$ cat src/rtl/switch_trigger_conditioner.sv
// Turns a raw, bouncing cabinet switch into a debounced level (PRESSED) and a
// fixed-length active-low trigger pulse (TRG_N) for the downstream oneshot.
module switch_trigger_conditioner #(
    parameter int DEBOUNCE_COUNTS = 1000,
    parameter int PULSE_COUNTS    = 4,
    parameter bit ACTIVE_LOW      = 1'b1
) (
    input  logic CLK,
    input  logic RESET,
    input  logic SW_IN,
    output logic TRG_N,
    output logic PRESSED
);

    localparam int CW = $clog2(DEBOUNCE_COUNTS + 1);
    localparam int PW = $clog2(PULSE_COUNTS + 1);
    localparam logic [CW-1:0] CNT_LAST   = CW'(DEBOUNCE_COUNTS - 1);
    localparam logic [PW-1:0] PULSE_LAST = PW'(PULSE_COUNTS - 1);
    localparam logic IDLE_LEVEL = ACTIVE_LOW;

    typedef enum logic [1:0] {
        RELEASED,
        PRESS_WAIT,
        HELD,
        RELEASE_WAIT
    } state_t;

    state_t        state;
    logic [CW-1:0] cnt;
    logic [PW-1:0] pcnt;
    logic          s1;
    logic          s2;
    logic          act;
    logic          start;

    // Two-flop synchronizer; reset parks it at the open-switch level so no
    // phantom press is seen when reset releases.
    always_ff @(posedge CLK) begin
        if (RESET) begin
            s1 <= IDLE_LEVEL;
            s2 <= IDLE_LEVEL;
        end else begin
            s1 <= SW_IN;
            s2 <= s1;
        end
    end

    assign act   = ACTIVE_LOW ? ~s2 : s2;
    assign start = (state == PRESS_WAIT) && act && (cnt == CNT_LAST);

    always_ff @(posedge CLK) begin
        if (RESET) begin
            state   <= RELEASED;
            cnt     <= '0;
            PRESSED <= 1'b0;
        end else begin
            case (state)
                RELEASED: begin
                    if (act) begin
                        state <= PRESS_WAIT;
                        cnt   <= '0;
                    end
                end
                PRESS_WAIT: begin
                    if (!act) begin
                        state <= RELEASED;
                    end else if (cnt == CNT_LAST) begin
                        state   <= HELD;
                        PRESSED <= 1'b1;
                    end else begin
                        cnt <= cnt + CW'(1);
                    end
                end
                HELD: begin
                    if (!act) begin
                        state <= RELEASE_WAIT;
                        cnt   <= '0;
                    end
                end
                // A bounce back to closed resumes HELD without a new pulse.
                RELEASE_WAIT: begin
                    if (act) begin
                        state <= HELD;
                    end else if (cnt == CNT_LAST) begin
                        state   <= RELEASED;
                        PRESSED <= 1'b0;
                    end else begin
                        cnt <= cnt + CW'(1);
                    end
                end
                default: begin
                    state   <= RELEASED;
                    cnt     <= '0;
                    PRESSED <= 1'b0;
                end
            endcase
        end
    end

    // Non-retriggerable: a start while the pulse is running is ignored.
    always_ff @(posedge CLK) begin
        if (RESET) begin
            TRG_N <= 1'b1;
            pcnt  <= '0;
        end else if (!TRG_N) begin
            if (pcnt == '0) begin
                TRG_N <= 1'b1;
            end else begin
                pcnt <= pcnt - PW'(1);
            end
        end else if (start) begin
            TRG_N <= 1'b0;
            pcnt  <= PULSE_LAST;
        end
    end

endmodule

$ cat config.mk
export PLATFORM = sky130hd
export DESIGN_NAME = switch_trigger_conditioner
export DESIGN_NICKNAME = d
export VERILOG_FILES = /design/src/rtl/switch_trigger_conditioner.sv
export SDC_FILE = /design/constraint.sdc
export NUM_CORES = 1
export LEC_CHECK = 0
export BUFFER_PORTS_ARGS = -buffer_cell sky130_fd_sc_hd__buf_2
export CAP_MARGIN = 0
export CORE_MARGIN = 3
export CORE_UTILIZATION = 57
export CTS_BUF_LIST = sky130_fd_sc_hd__clkbuf_16
export CTS_CLUSTER_SIZE = 40
export DETAILED_ROUTE_END_ITERATION = 16
export GPL_TIMING_DRIVEN = 0
export PLACE_DENSITY = 0.75
export REMOVE_ABC_BUFFERS = 1
export SYNTH_ARGS = -nofsm -noshare
export SYNTH_HDL_FRONTEND = slang
export SYNTH_SLANG_ARGS = --single-unit
export TNS_END_PERCENT = 20
$ cat constraint.sdc
create_clock -name CLK -period 2.3 [get_ports CLK]
set_clock_uncertainty 0.15 [all_clocks]
set_input_delay 0.46 -clock CLK [delete_from_list [all_inputs] [get_ports CLK]]
set_output_delay 0.46 -clock CLK [all_outputs]
set_load 0.05 [all_outputs]
# == Word level (Yosys, flattened, before mapping) ==
# Index checks and enable logic that the tools add are counted.
# word_totals
ramBits,0
register_bits,19
mem_count,0
latch_bits,0
mem_bits_ro,0
# op_classes
bitwise,1
shifts,0
order_cmp,0
div_mod_pow,0
add_sub_neg,2
n_mul,0
n_eq_ne,14
muxes,24
n_reduce_logical,9
# op_table
op,count
$mux 10,5
$pmux 10 s4,1
$mux 2,6
$ne 2x2->1 const B,6
$add 10x1->10 const B,1
$eq 10x10->1 const B,1
$mux 3,3
$pmux 2 s4,1
$reduce_and 4->1,2
$mux 1,7
$reduce_and 5->1,1
$eq 2x2->1 const B,2
$ne 2x1->1 const B,2
$logic_not 3->1,1
$ne 3x2->1 const B,1
$ne 3x3->1 const B,1
$sub 3x1->3 const B,1
$eq 2x1->1 const B,1
$logic_and 1x1->1,2
$logic_not 2->1,1
$pmux 1 s2,1
$reduce_and 2->1,1
$reduce_bool 2->1,1
$not 1->1,1

# == Logic depth before layout (Yosys ltp) ==
# Gate-level depths: netlist (run 1).
# depth
ltp_word,5
ltp_mapped,5
depth_no_buf,5

# == Worst setup path before layout (run 1) ==
# OpenSTA, ideal clock, no wires.
# synth_path
path_kind,reg-to-reg
from,reg cnt[0]
to,reg pcnt[1]
setup_time_ns,0.103
setup_slack_ns,0.641
synth_period_minus_slack_ns,1.659
arrival_ns,1.405
n_path_buf,0
required_ns,2.047
path_stages_with_launch,6
cell_sequence,dfxtp_1 ha_1 nand2_1 o41ai_4 nor2_2 a2111oi_2
# synth_via
elab_chain_cells,4
# synth_lines
element,line,text
"start, declared",29,logic [CW-1:0] cnt;
"start signal, assigned",71,cnt <= cnt + CW'(1);
"start signal, assigned",88,cnt <= cnt + CW'(1);
$eq 10x10->1,49,assign start = (state == PRESS_WAIT) && act && (cnt == CNT_LAST);
$logic_and 1x1->1,49,
$ne 2x1->1 (no source line),--,
$reduce_and 2->1 (no source line),--,
"end signal, assigned",109,pcnt <= pcnt - PW'(1);
"end, declared",30,logic [PW-1:0] pcnt;
# No other way between the ends.
# A chain may end at the register's enable or synchronous reset.

# == Worst setup path in the final report (run 1) ==
# Same ends and word-level chain as after synthesis.

==> report_table.html, run 1 <==
<table>
<tr><th>Metric</th><th>Value</th></tr>
<tr><th colspan="2">Critical path</th></tr>
<tr><td>Maximum fanout along the worst path</td><td>4</td></tr>
<tr><td>Critical path type</td><td>flop to flop</td></tr>
<tr><td>Arrival @ worst endpoint</td><td>1.82 ns</td></tr>
<tr><td>Worst-case reg-to-reg path depth</td><td>5</td></tr>
<tr><td>Required arrival time at the worst endpoint</td><td>2.29 ns</td></tr>
<tr><td>Flop-to-flop setup slack</td><td>0.48 ns</td></tr>
<tr><td>Source of the worst register-to-register timing path</td><td>cnt[0]$_SDFFE_PP0P_</td></tr>
<tr><td>Critical Path Source Type</td><td>flop</td></tr>
<tr><td>Nature of the critical path endpoint</td><td>flop</td></tr>
<tr><td>Reg-to-Reg End</td><td>pcnt[1]$_SDFFE_PP0P_</td></tr>
<tr><th colspan="2">Yosys</th></tr>
<tr><td>Share of synthesized area spent on multiplexers</td><td>0.0105</td></tr>
<tr><td>Commonest cells post-synth</td><td>19 x sky130_fd_sc_hd__dfxtp_1, 14 x sky130_fd_sc_hd__nor2_1, 9 x sky130_fd_sc_hd__nand2_1</td></tr>
<tr><td>Synthesized-area fraction occupied by ao, oa, aoi and oai cells</td><td>0.188</td></tr>
<tr><td>Largest cells by area after synthesis</td><td>sky130_fd_sc_hd__dfxtp_1 40%, sky130_fd_sc_hd__nor2_1 5.5%, sky130_fd_sc_hd__a21oi_1 4.2%</td></tr>
<tr><td>Combinational family with the most area after synthesis</td><td>simple AND/OR/NAND/NOR gates</td></tr>
<tr><td>Fraction of post-synthesis cell area in the top cell type by area</td><td>0.399</td></tr>
<tr><td>Xor and xnor fraction of the mapped netlist area</td><td>0.0630</td></tr>
<tr><td>Post-Syn Area</td><td>953 sq um</td></tr>
<tr><td>Fraction of the yosys area taken by sequential cells</td><td>0.399</td></tr>
<tr><td>Most used standard cell by instance count after synthesis</td><td>sky130_fd_sc_hd__dfxtp_1</td></tr>
<tr><td>Library cell with the largest summed area after synthesis</td><td>sky130_fd_sc_hd__dfxtp_1</td></tr>
<tr><td>Average cell area after synthesis</td><td>9.35 sq um</td></tr>
<tr><td>Register bit total from synthesis</td><td>19</td></tr>
<tr><td>Area share of fa/ha/maj cells after synthesis</td><td>0.0394</td></tr>
<tr><td>Ys async rst share</td><td>0</td></tr>
<tr><td>Number of instances in the synthesized netlist</td><td>102</td></tr>
<tr><td>Most instantiated flip-flop cell in the synthesis netlist</td><td>sky130_fd_sc_hd__dfxtp_1</td></tr>
<tr><td>Number of enable-type register cells in the synthesized netlist</td><td>0</td></tr>
<tr><td>Number of unique standard cell types used by synthesis</td><td>33</td></tr>
<tr><td>Synthesis warning total</td><td>0</td></tr>
<tr><td>Area fraction in and, or, nand and nor cells after synthesis</td><td>0.285</td></tr>
<tr><th colspan="2">Finish</th></tr>
<tr><td>Number of nets in the finished design</td><td>116</td></tr>
<tr><td>Post-layout instance count excluding filler cells</td><td>125</td></tr>
<tr><td>Diode count</td><td>0</td></tr>
<tr><td>Area grow syn2layout</td><td>12.5%</td></tr>
<tr><td>Share of layout cells above drive strength 1</td><td>0.183</td></tr>
<tr><th colspan="2">Power and ir drop</th></tr>
<tr><td>P per Cell Area</td><td>677 mW/mm^2</td></tr>
<tr><td>Max IR drop VDD</td><td>0.000523 V</td></tr>
<tr><td>Leakage Power</td><td>0.373 nW</td></tr>
<tr><th colspan="2">Min path</th></tr>
<tr><td>Number of stages on the worst hold path</td><td>2</td></tr>
<tr><td>Min-delay worst type</td><td>input port to flop</td></tr>
<tr><td>Hold Path Sink</td><td>s1$_SDFF_PP1_</td></tr>
<tr><td>Worst Hold Launch</td><td>SW_IN</td></tr>
<tr><th colspan="2">Floorplanning</th></tr>
<tr><td>Site Rows</td><td>14</td></tr>
<tr><td>Area inside the core boundary</td><td>0.00154 sq mm</td></tr>
<tr><td>Boundary pin count</td><td>5</td></tr>
<tr><td>Die Width</td><td>46.9 um</td></tr>
<tr><td>Die Height</td><td>46.9 um</td></tr>
<tr><td>Starting density of the core</td><td>0.619</td></tr>
<tr><td>Full die area</td><td>0.00220 sq mm</td></tr>
<tr><th colspan="2">Global routing</th></tr>
<tr><td>Initial antenna violation count</td><td>0</td></tr>
<tr><td>Total global routing overflow</td><td>0</td></tr>
<tr><td>Global-route wire length before repair</td><td>2.92 mm</td></tr>
<tr><td>Tot GR Track Use</td><td>0.186</td></tr>
<tr><td>Via count of the first global-routing pass</td><td>697</td></tr>
<tr><td>Met3 Usage GRT</td><td>0.0460</td></tr>
<tr><td>Most Used Layer, Global Route</td><td>met2</td></tr>
<tr><td>Largest net degree at the start of global routing</td><td>14</td></tr>
<tr><td>Met2 Usage GRT</td><td>0.312</td></tr>
<tr><td>Met1 usage in global routing</td><td>0.229</td></tr>
<tr><th colspan="2">CTS</th></tr>
<tr><td>Max Root-Sink Buffers</td><td>2</td></tr>
<tr><td>Post-CTS repair timing setup buffer count</td><td>0</td></tr>
<tr><td>Root Buffer</td><td>sky130_fd_sc_hd__clkbuf_16</td></tr>
<tr><td>CTS tree</td><td>built</td></tr>
<tr><td>Number of sinks driven by the clock tree</td><td>19</td></tr>
<tr><td>Number of buffers added to fix hold violations after cts</td><td>0</td></tr>
<tr><td>Clock transition time at the flip-flop clock pins of the worst setup and hold paths</td><td>0.06 ns</td></tr>
<tr><td>CTS-repair resized insts</td><td>0</td></tr>
<tr><td>Number of levels the H-tree was split into</td><td>1</td></tr>
<tr><td>Clock latency of the later-clocked register in the worst-skew pair</td><td>0.25 ns</td></tr>
<tr><td>TritonCTS buffer count</td><td>3</td></tr>
<tr><th colspan="2">Place</th></tr>
<tr><td>Final RePlAce weighted congestion</td><td>0.788</td></tr>
<tr><td>Post-placement cell count</td><td>121</td></tr>
<tr><td>IO Port Bufs</td><td>4</td></tr>
<tr><td>Half-perimeter wire length of the detailed placement result</td><td>1.21 mm</td></tr>
<tr><th colspan="2">STA</th></tr>
<tr><td>Endpoints failing setup</td><td>0</td></tr>
<tr><td>Max_slew headroom</td><td>0.603</td></tr>
<tr><td>Upper clock frequency limit</td><td>0.549 GHz</td></tr>
<tr><td>Setup repair after global routing missed its margin</td><td>no</td></tr>
<tr><td>Number of failing hold endpoints at the final stage</td><td>0</td></tr>
<tr><td>Final critical-path required period</td><td>1.82 ns</td></tr>
<tr><td>Tcrit/Tclk final</td><td>0.792</td></tr>
<tr><td>Setup Total Neg Slack</td><td>0 ns</td></tr>
<tr><td>Max Slew Vio Count</td><td>0</td></tr>
<tr><td>Worst-Margin Slew</td><td>0.594 ns</td></tr>
<tr><th colspan="2">Drt</th></tr>
<tr><td>Detailed-router iteration count before antenna repair</td><td>4</td></tr>
<tr><td>Via density per instance</td><td>5.84</td></tr>
<tr><td>Drt first-iter violations</td><td>17</td></tr>
<tr><td>Count of antenna-violating nets left after detailed routing</td><td>0</td></tr>
<tr><td>Number of remaining DRC errors</td><td>0</td></tr>
<tr><td>Via count of the routed design</td><td>730</td></tr>
<tr><td>Sum of routed wire length over all layers</td><td>1.65 mm</td></tr>
<tr><td>Routed wirelength normalized by instance count</td><td>13.2 um</td></tr>
<tr><th colspan="2">Status</th></tr>
<tr><td>Result of the run</td><td>complete, no violations</td></tr>
<tr><th colspan="2">Job</th></tr>
<tr><td>Max-cap viol count</td><td>0</td></tr>
</table>
kinds of logic after synthesis:
kind of cell,count (synthesis)
AND/OR/NAND/NOR,46
AO/OA/AOI/OAI,23
flip-flops,19
adder cells (fa/ha/maj),3
XOR/XNOR,6
buffers and inverters,4
multiplexers,1
flip-flops by register name, summed over array words and instances (netlist names), named ones only:
signal / cells
s1: 1
TRG_N: 1
PRESSED: 1
pcnt: 3
state: 1
cnt: 10
s2: 1
cells in the final DEF (no fill, tap or decap), types with 2 or more instances in the layout:
cell                         n
sky130_fd_sc_hd__inv_1       3
sky130_fd_sc_hd__a21oi_1     8
sky130_fd_sc_hd__dfxtp_1    19
sky130_fd_sc_hd__nor4_1      5
sky130_fd_sc_hd__ha_1        3
sky130_fd_sc_hd__nand3_1     3
sky130_fd_sc_hd__xnor2_1     4
sky130_fd_sc_hd__o21ai_0     4
sky130_fd_sc_hd__or2_2       3
sky130_fd_sc_hd__buf_2       4
sky130_fd_sc_hd__nand2_1     9
sky130_fd_sc_hd__o21bai_1    2
sky130_fd_sc_hd__clkbuf_16   3
sky130_fd_sc_hd__a211oi_1    3
sky130_fd_sc_hd__nor2_1     14
sky130_fd_sc_hd__or3_1       3
per-layer routing:
metal | routed length (um) | up-vias | part of all wire
met5 | 0 | - | 0
met4 | 5 | 0 | 0.0030
met2 | 828 | 8 | 0.50
met3 | 40 | 2 | 0.024
met1 | 777 | 339 | 0.47
li1 | - | 381 | -
area by class of cell:
| class | count | area (sq um) |
|---|---|---|
| Clock buffer | 3 | 75.1 |
| Fill cell | 120 | 469 |
| Multi-Input combinational cell | 79 | 558 |
| Timing Repair Buffer | 4 | 20.0 |
| Clock inverter | 1 | 7.51 |
| Inverter | 3 | 11.3 |
| Tap cell | 16 | 20.0 |
| Sequential cell | 19 | 380 |
worst max-delay path, cell delays in order (launching register included):
cell and delay, ns:
sky130_fd_sc_hd__dfxtp_1 0.39, sky130_fd_sc_hd__ha_1 0.21, sky130_fd_sc_hd__nand2_1 0.17, sky130_fd_sc_hd__o41ai_4 0.46, sky130_fd_sc_hd__nor2_2 0.06, sky130_fd_sc_hd__a2111oi_2 0.28
per-stage QoR:
stage / power [mW] / util / worst slack, ns / instance area (sq um) / hold WS (ns)
after floorplan: 0.366 / - / 0.641 / 950 / 0.239
after global placement: 0.375 / 0.642 / 0.509 / 990 / 0.246
after detailed placement: 0.375 / 0.642 / 0.485 / 990 / 0.252
after CTS: 0.736 / 0.696 / 0.472 / 1070 / 0.237
after global routing: 0.753 / 0.696 / 0.345 / 1070 / 0.239
final: 0.726 / 0.696 / 0.479 / 1070 / 0.242
worst max-delay path by stage:
stage,start,end,slack (ns),cells past startpoint
4_1_cts,cnt[0]$_SDFFE_PP0P_,pcnt[1]$_SDFFE_PP0P_,0.47,5
5_1_grt,cnt[0]$_SDFFE_PP0P_,pcnt[1]$_SDFFE_PP0P_,0.35,5
3_5_place_dp,cnt[0]$_SDFFE_PP0P_,pcnt[1]$_SDFFE_PP0P_,0.48,5
3_3_place_gp,cnt[0]$_SDFFE_PP0P_,pcnt[1]$_SDFFE_PP0P_,0.51,5
6_report,cnt[0]$_SDFFE_PP0P_,pcnt[1]$_SDFFE_PP0P_,0.48,5
2_1_floorplan,cnt[0]$_SDFFE_PP0P_,pcnt[1]$_SDFFE_PP0P_,0.64,5
power breakdown:
part / internal [mW] / switching [mW] / leakage [nW]
Sequential: 0.334 / 0.00474 / 0.154
Clock: 0.235 / 0.122 / 0.0371
Combinational: 0.0105 / 0.0191 / 0.182
Total: 0.579 / 0.146 / 0.373
Power figures use the tool's default switching activity.
==> inputs of run 2 (changes only) <==
ABC_AREA = 1   (was not set)
CORE_UTILIZATION = 58   (was 57)
PLACE_DENSITY = 0.76   (was 0.75)
clock period = 1.9 ns   (was 2.3 ns; I/O delays follow)
==> report_table.html, run 2 <==
<table>
<tr><th>Metric</th><th>Value</th></tr>
<tr><th colspan="2">STA</th></tr>
<tr><td>Max_slew headroom</td><td>0.570</td></tr>
<tr><td>Number of failing hold endpoints at the final stage</td><td>0</td></tr>
<tr><td>Setup repair after global routing missed its margin</td><td>no</td></tr>
<tr><td>Max Slew Vio Count</td><td>0</td></tr>
<tr><td>Final critical-path required period</td><td>1.69 ns</td></tr>
<tr><td>Upper clock frequency limit</td><td>0.592 GHz</td></tr>
<tr><td>Tcrit/Tclk final</td><td>0.889</td></tr>
<tr><td>Setup Total Neg Slack</td><td>0 ns</td></tr>
<tr><td>Setup ws final</td><td>0.210 ns</td></tr>
<tr><td>Worst-Margin Slew</td><td>0.642 ns</td></tr>
<tr><td>Endpoints failing setup</td><td>0</td></tr>
<tr><th colspan="2">Drt</th></tr>
<tr><td>Number of remaining DRC errors</td><td>0</td></tr>
<tr><td>Sum of routed wire length over all layers</td><td>2.16 mm</td></tr>
<tr><td>Via density per instance</td><td>5.25</td></tr>
<tr><td>Count of antenna-violating nets left after detailed routing</td><td>0</td></tr>
<tr><td>Routed wirelength normalized by instance count</td><td>11.6 um</td></tr>
<tr><td>Drt first-iter violations</td><td>36</td></tr>
<tr><td>Detailed-router iteration count before antenna repair</td><td>4</td></tr>
<tr><td>Via count of the routed design</td><td>981</td></tr>
<tr><th colspan="2">Floorplanning</th></tr>
<tr><td>Starting density of the core</td><td>0.662</td></tr>
<tr><td>Die Width</td><td>48.9 um</td></tr>
<tr><td>Site Rows</td><td>14</td></tr>
<tr><td>Boundary pin count</td><td>5</td></tr>
<tr><td>Area inside the core boundary</td><td>0.00161 sq mm</td></tr>
<tr><td>Die Height</td><td>48.9 um</td></tr>
<tr><td>Full die area</td><td>0.00239 sq mm</td></tr>
<tr><th colspan="2">CTS</th></tr>
<tr><td>CTS-repair resized insts</td><td>0</td></tr>
<tr><td>Number of levels the H-tree was split into</td><td>1</td></tr>
<tr><td>Root Buffer</td><td>sky130_fd_sc_hd__clkbuf_16</td></tr>
<tr><td>CTS tree</td><td>built</td></tr>
<tr><td>Number of buffers added to fix hold violations after cts</td><td>0</td></tr>
<tr><td>Max Root-Sink Buffers</td><td>2</td></tr>
<tr><td>Number of sinks driven by the clock tree</td><td>19</td></tr>
<tr><td>Clock latency of the later-clocked register in the worst-skew pair</td><td>0.25 ns</td></tr>
<tr><td>Clock transition time at the flip-flop clock pins of the worst setup and hold paths</td><td>0.05 ns</td></tr>
<tr><td>Post-CTS repair timing setup buffer count</td><td>0</td></tr>
<tr><td>TritonCTS buffer count</td><td>3</td></tr>
<tr><th colspan="2">Critical path</th></tr>
<tr><td>Maximum fanout along the worst path</td><td>10</td></tr>
<tr><td>Critical Path Source Type</td><td>flop</td></tr>
<tr><td>CP top delay family</td><td>simple AND/OR/NAND/NOR gates</td></tr>
<tr><td>Flop-to-flop setup slack</td><td>0.21 ns</td></tr>
<tr><td>Sum of buffers and inverters on the critical path</td><td>1</td></tr>
<tr><td>Critical path's slowest cell</td><td>sky130_fd_sc_hd__dfxtp_1</td></tr>
<tr><td>Critical-path cell list</td><td>ha_1, nand2_2, nor2_4, nand3_4, nand2_4, inv_4, nand2_2, nand2_1, nor2_1</td></tr>
<tr><td>Arrival @ worst endpoint</td><td>1.73 ns</td></tr>
<tr><td>Source of the worst register-to-register timing path</td><td>cnt[1]$_SDFFE_PP0P_</td></tr>
<tr><td>Nature of the critical path endpoint</td><td>flop</td></tr>
<tr><td>Required arrival time at the worst endpoint</td><td>1.94 ns</td></tr>
<tr><td>Worst-case reg-to-reg path depth</td><td>9</td></tr>
<tr><td>Cell seen most often among critical-path stages</td><td>sky130_fd_sc_hd__nand2_2</td></tr>
<tr><td>Reg-to-Reg End</td><td>cnt[7]$_SDFFE_PP0P_</td></tr>
<tr><td>Critical path type</td><td>flop to flop</td></tr>
<tr><td>Logic depth of the worst setup path including buffers</td><td>9</td></tr>
<tr><td>Largest stage delay, worst path</td><td>0.39 ns</td></tr>
<tr><th colspan="2">Power and ir drop</th></tr>
<tr><td>P per Cell Area</td><td>732 mW/mm^2</td></tr>
<tr><td>Relative contribution of sequential cells to total power</td><td>0.468</td></tr>
<tr><td>Max IR drop VDD</td><td>0.000672 V</td></tr>
<tr><td>Clock network fraction of total power</td><td>0.501</td></tr>
<tr><td>P_sw</td><td>0.172 mW</td></tr>
<tr><td>Sw Ratio</td><td>0.199</td></tr>
<tr><td>Leakage Power</td><td>0.490 nW</td></tr>
<tr><td>Internal power of the cells</td><td>0.692 mW</td></tr>
<tr><td>Comb pwr share</td><td>0.031</td></tr>
<tr><th colspan="2">Yosys</th></tr>
<tr><td>Average cell area after synthesis</td><td>6.75 sq um</td></tr>
<tr><td>Number of instances in the synthesized netlist</td><td>158</td></tr>
<tr><td>Fraction of post-synthesis cell area in the top cell type by area</td><td>0.356</td></tr>
<tr><td>Most instantiated flip-flop cell in the synthesis netlist</td><td>sky130_fd_sc_hd__dfxtp_1</td></tr>
<tr><td>Post-Syn Area</td><td>0.00107 sq mm</td></tr>
<tr><td>Library cell with the largest summed area after synthesis</td><td>sky130_fd_sc_hd__dfxtp_1</td></tr>
<tr><td>Largest cells by area after synthesis</td><td>sky130_fd_sc_hd__dfxtp_1 36%, sky130_fd_sc_hd__nand2_1 13%, sky130_fd_sc_hd__nand3_1 8.4%</td></tr>
<tr><td>Ys async rst share</td><td>0</td></tr>
<tr><td>Number of unique standard cell types used by synthesis</td><td>25</td></tr>
<tr><td>Register bit total from synthesis</td><td>19</td></tr>
<tr><td>Synthesis warning total</td><td>0</td></tr>
<tr><td>Commonest cells post-synth</td><td>38 x sky130_fd_sc_hd__nand2_1, 24 x sky130_fd_sc_hd__inv_1, 19 x sky130_fd_sc_hd__dfxtp_1, 19 x sky130_fd_sc_hd__nor2_1, 18 x sky130_fd_sc_hd__nand3_1</td></tr>
<tr><td>Number of enable-type register cells in the synthesized netlist</td><td>0</td></tr>
<tr><td>Most used standard cell by instance count after synthesis</td><td>sky130_fd_sc_hd__nand2_1</td></tr>
<tr><td>Fraction of the yosys area taken by sequential cells</td><td>0.356</td></tr>
<tr><th colspan="2">Finish</th></tr>
<tr><td>Share of layout cells above drive strength 1</td><td>0.129</td></tr>
<tr><td>Area grow syn2layout</td><td>10.7%</td></tr>
<tr><td>Number of nets in the finished design</td><td>170</td></tr>
<tr><td>Register with the highest flop count</td><td>cnt</td></tr>
<tr><td>Leading registers by flop count</td><td>cnt: 10 flops, pcnt: 3 flops</td></tr>
<tr><td>Most frequent standard cell in the layout excluding fill and tap cells</td><td>sky130_fd_sc_hd__nand2_1</td></tr>
<tr><td>Highest-count cells in the layout ignoring fill and taps</td><td>38 x sky130_fd_sc_hd__nand2_1, 24 x sky130_fd_sc_hd__inv_1, 19 x sky130_fd_sc_hd__dfxtp_1, 19 x sky130_fd_sc_hd__nor2_1, 18 x sky130_fd_sc_hd__nand3_1</td></tr>
<tr><td>Diode count</td><td>0</td></tr>
<tr><td>Max reg flops</td><td>10</td></tr>
<tr><th colspan="2">Place</th></tr>
<tr><td>Final RePlAce weighted congestion</td><td>0.863</td></tr>
<tr><td>IO Port Bufs</td><td>4</td></tr>
<tr><td>Half-perimeter wire length of the detailed placement result</td><td>1.52 mm</td></tr>
<tr><td>Pre-CTS worst setup slack</td><td>0.261 ns</td></tr>
<tr><th colspan="2">Min path</th></tr>
<tr><td>Hold Path Sink</td><td>s1$_SDFF_PP1_</td></tr>
<tr><td>Min-delay worst type</td><td>input port to flop</td></tr>
<tr><td>Number of stages on the worst hold path</td><td>2</td></tr>
<tr><td>Worst Hold Launch</td><td>SW_IN</td></tr>
<tr><th colspan="2">Global routing</th></tr>
<tr><td>Global-route wire length before repair</td><td>3.66 mm</td></tr>
<tr><td>Tot GR Track Use</td><td>0.191</td></tr>
<tr><td>Via count of the first global-routing pass</td><td>847</td></tr>
<tr><td>Total global routing overflow</td><td>0</td></tr>
<tr><td>Largest net degree at the start of global routing</td><td>13</td></tr>
<tr><td>Initial antenna violation count</td><td>0</td></tr>
<tr><th colspan="2">Status</th></tr>
<tr><td>Result of the run</td><td>complete, no violations</td></tr>
<tr><th colspan="2">Job</th></tr>
<tr><td>Max-cap viol count</td><td>0</td></tr>
</table>
[run 2: changes by cell type after synthesis, sizes merged, moves of 2 or more]
cell | before | now
or3 | 3 | 0
a211oi | 3 | 0
nand3 | 3 | 20
a21oi | 8 | 10
nor4 | 5 | 0
buf | 0 | 2
nor2 | 15 | 21
nand2 | 9 | 41
inv | 3 | 26
o21ai | 4 | 2
xnor2 | 4 | 1
nand4 | 1 | 5
[run 2: logic make-up after synthesis]
logic type	after synthesis	share of synthesized area
flip-flops	19	0.356
AND/OR/NAND/NOR	92	0.413
AO/OA/AOI/OAI	13	0.0633
buffers and inverters	29	0.109
XOR/XNOR	2	0.0235
adder cells (fa/ha/maj)	3	0.0352
[run 2: per-stage QoR]
step                 util  area (sq um)  cells  power (mW)  hold WS, ns
floorplan               -          1050    155       0.430        0.239
global placement    0.683          1100    183       0.439        0.247
detailed placement  0.683          1100    183       0.439        0.247
CTS                 0.733          1180    187       0.872        0.155
global route        0.733          1180    187       0.894        0.153
finish              0.733          1180    187       0.864        0.156
[run 2: power by group through the flow]
stage	combinational (mW)	clock, mW	sequential, mW
after floorplan	0.0177	0	0.412
after global placement	0.0259	0	0.413
after detailed placement	0.0260	0	0.413
after CTS	0.0264	0.442	0.404
after global routing	0.0287	0.461	0.404
final	0.0266	0.433	0.404
[run 2: final cells by class]
class / count / area [sq um]
multi-input cells: 110 / 571
fillers: 139 / 430
flip-flops and latches: 19 / 380
inverters: 26 / 100
clock buffers: 3 / 75.1
well taps: 24 / 30.0
repair buffers: 4 / 20.0
clock inverters: 1 / 5.00
[run 2: worst max path at each step]
stage	startpoint	to	slack (ns)
after floorplan	TRG_N$_SDFF_PP1_	pcnt[2]$_SDFFE_PP0P_	0.40
after global placement	cnt[1]$_SDFFE_PP0P_	cnt[7]$_SDFFE_PP0P_	0.28
after detailed placement	cnt[1]$_SDFFE_PP0P_	cnt[7]$_SDFFE_PP0P_	0.26
after CTS	cnt[1]$_SDFFE_PP0P_	cnt[7]$_SDFFE_PP0P_	0.21
after global routing	cnt[1]$_SDFFE_PP0P_	cnt[7]$_SDFFE_PP0P_	0.1
final	cnt[1]$_SDFFE_PP0P_	cnt[7]$_SDFFE_PP0P_	0.21
[run 2: layer usage]
metal  vias up  routed length, um  track usage
met5         -                  0            0
met4         0                 46       0.0758
met3         7                143       0.0275
met2        41                956        0.303
met1       423               1010        0.259
li1        510                  -            -
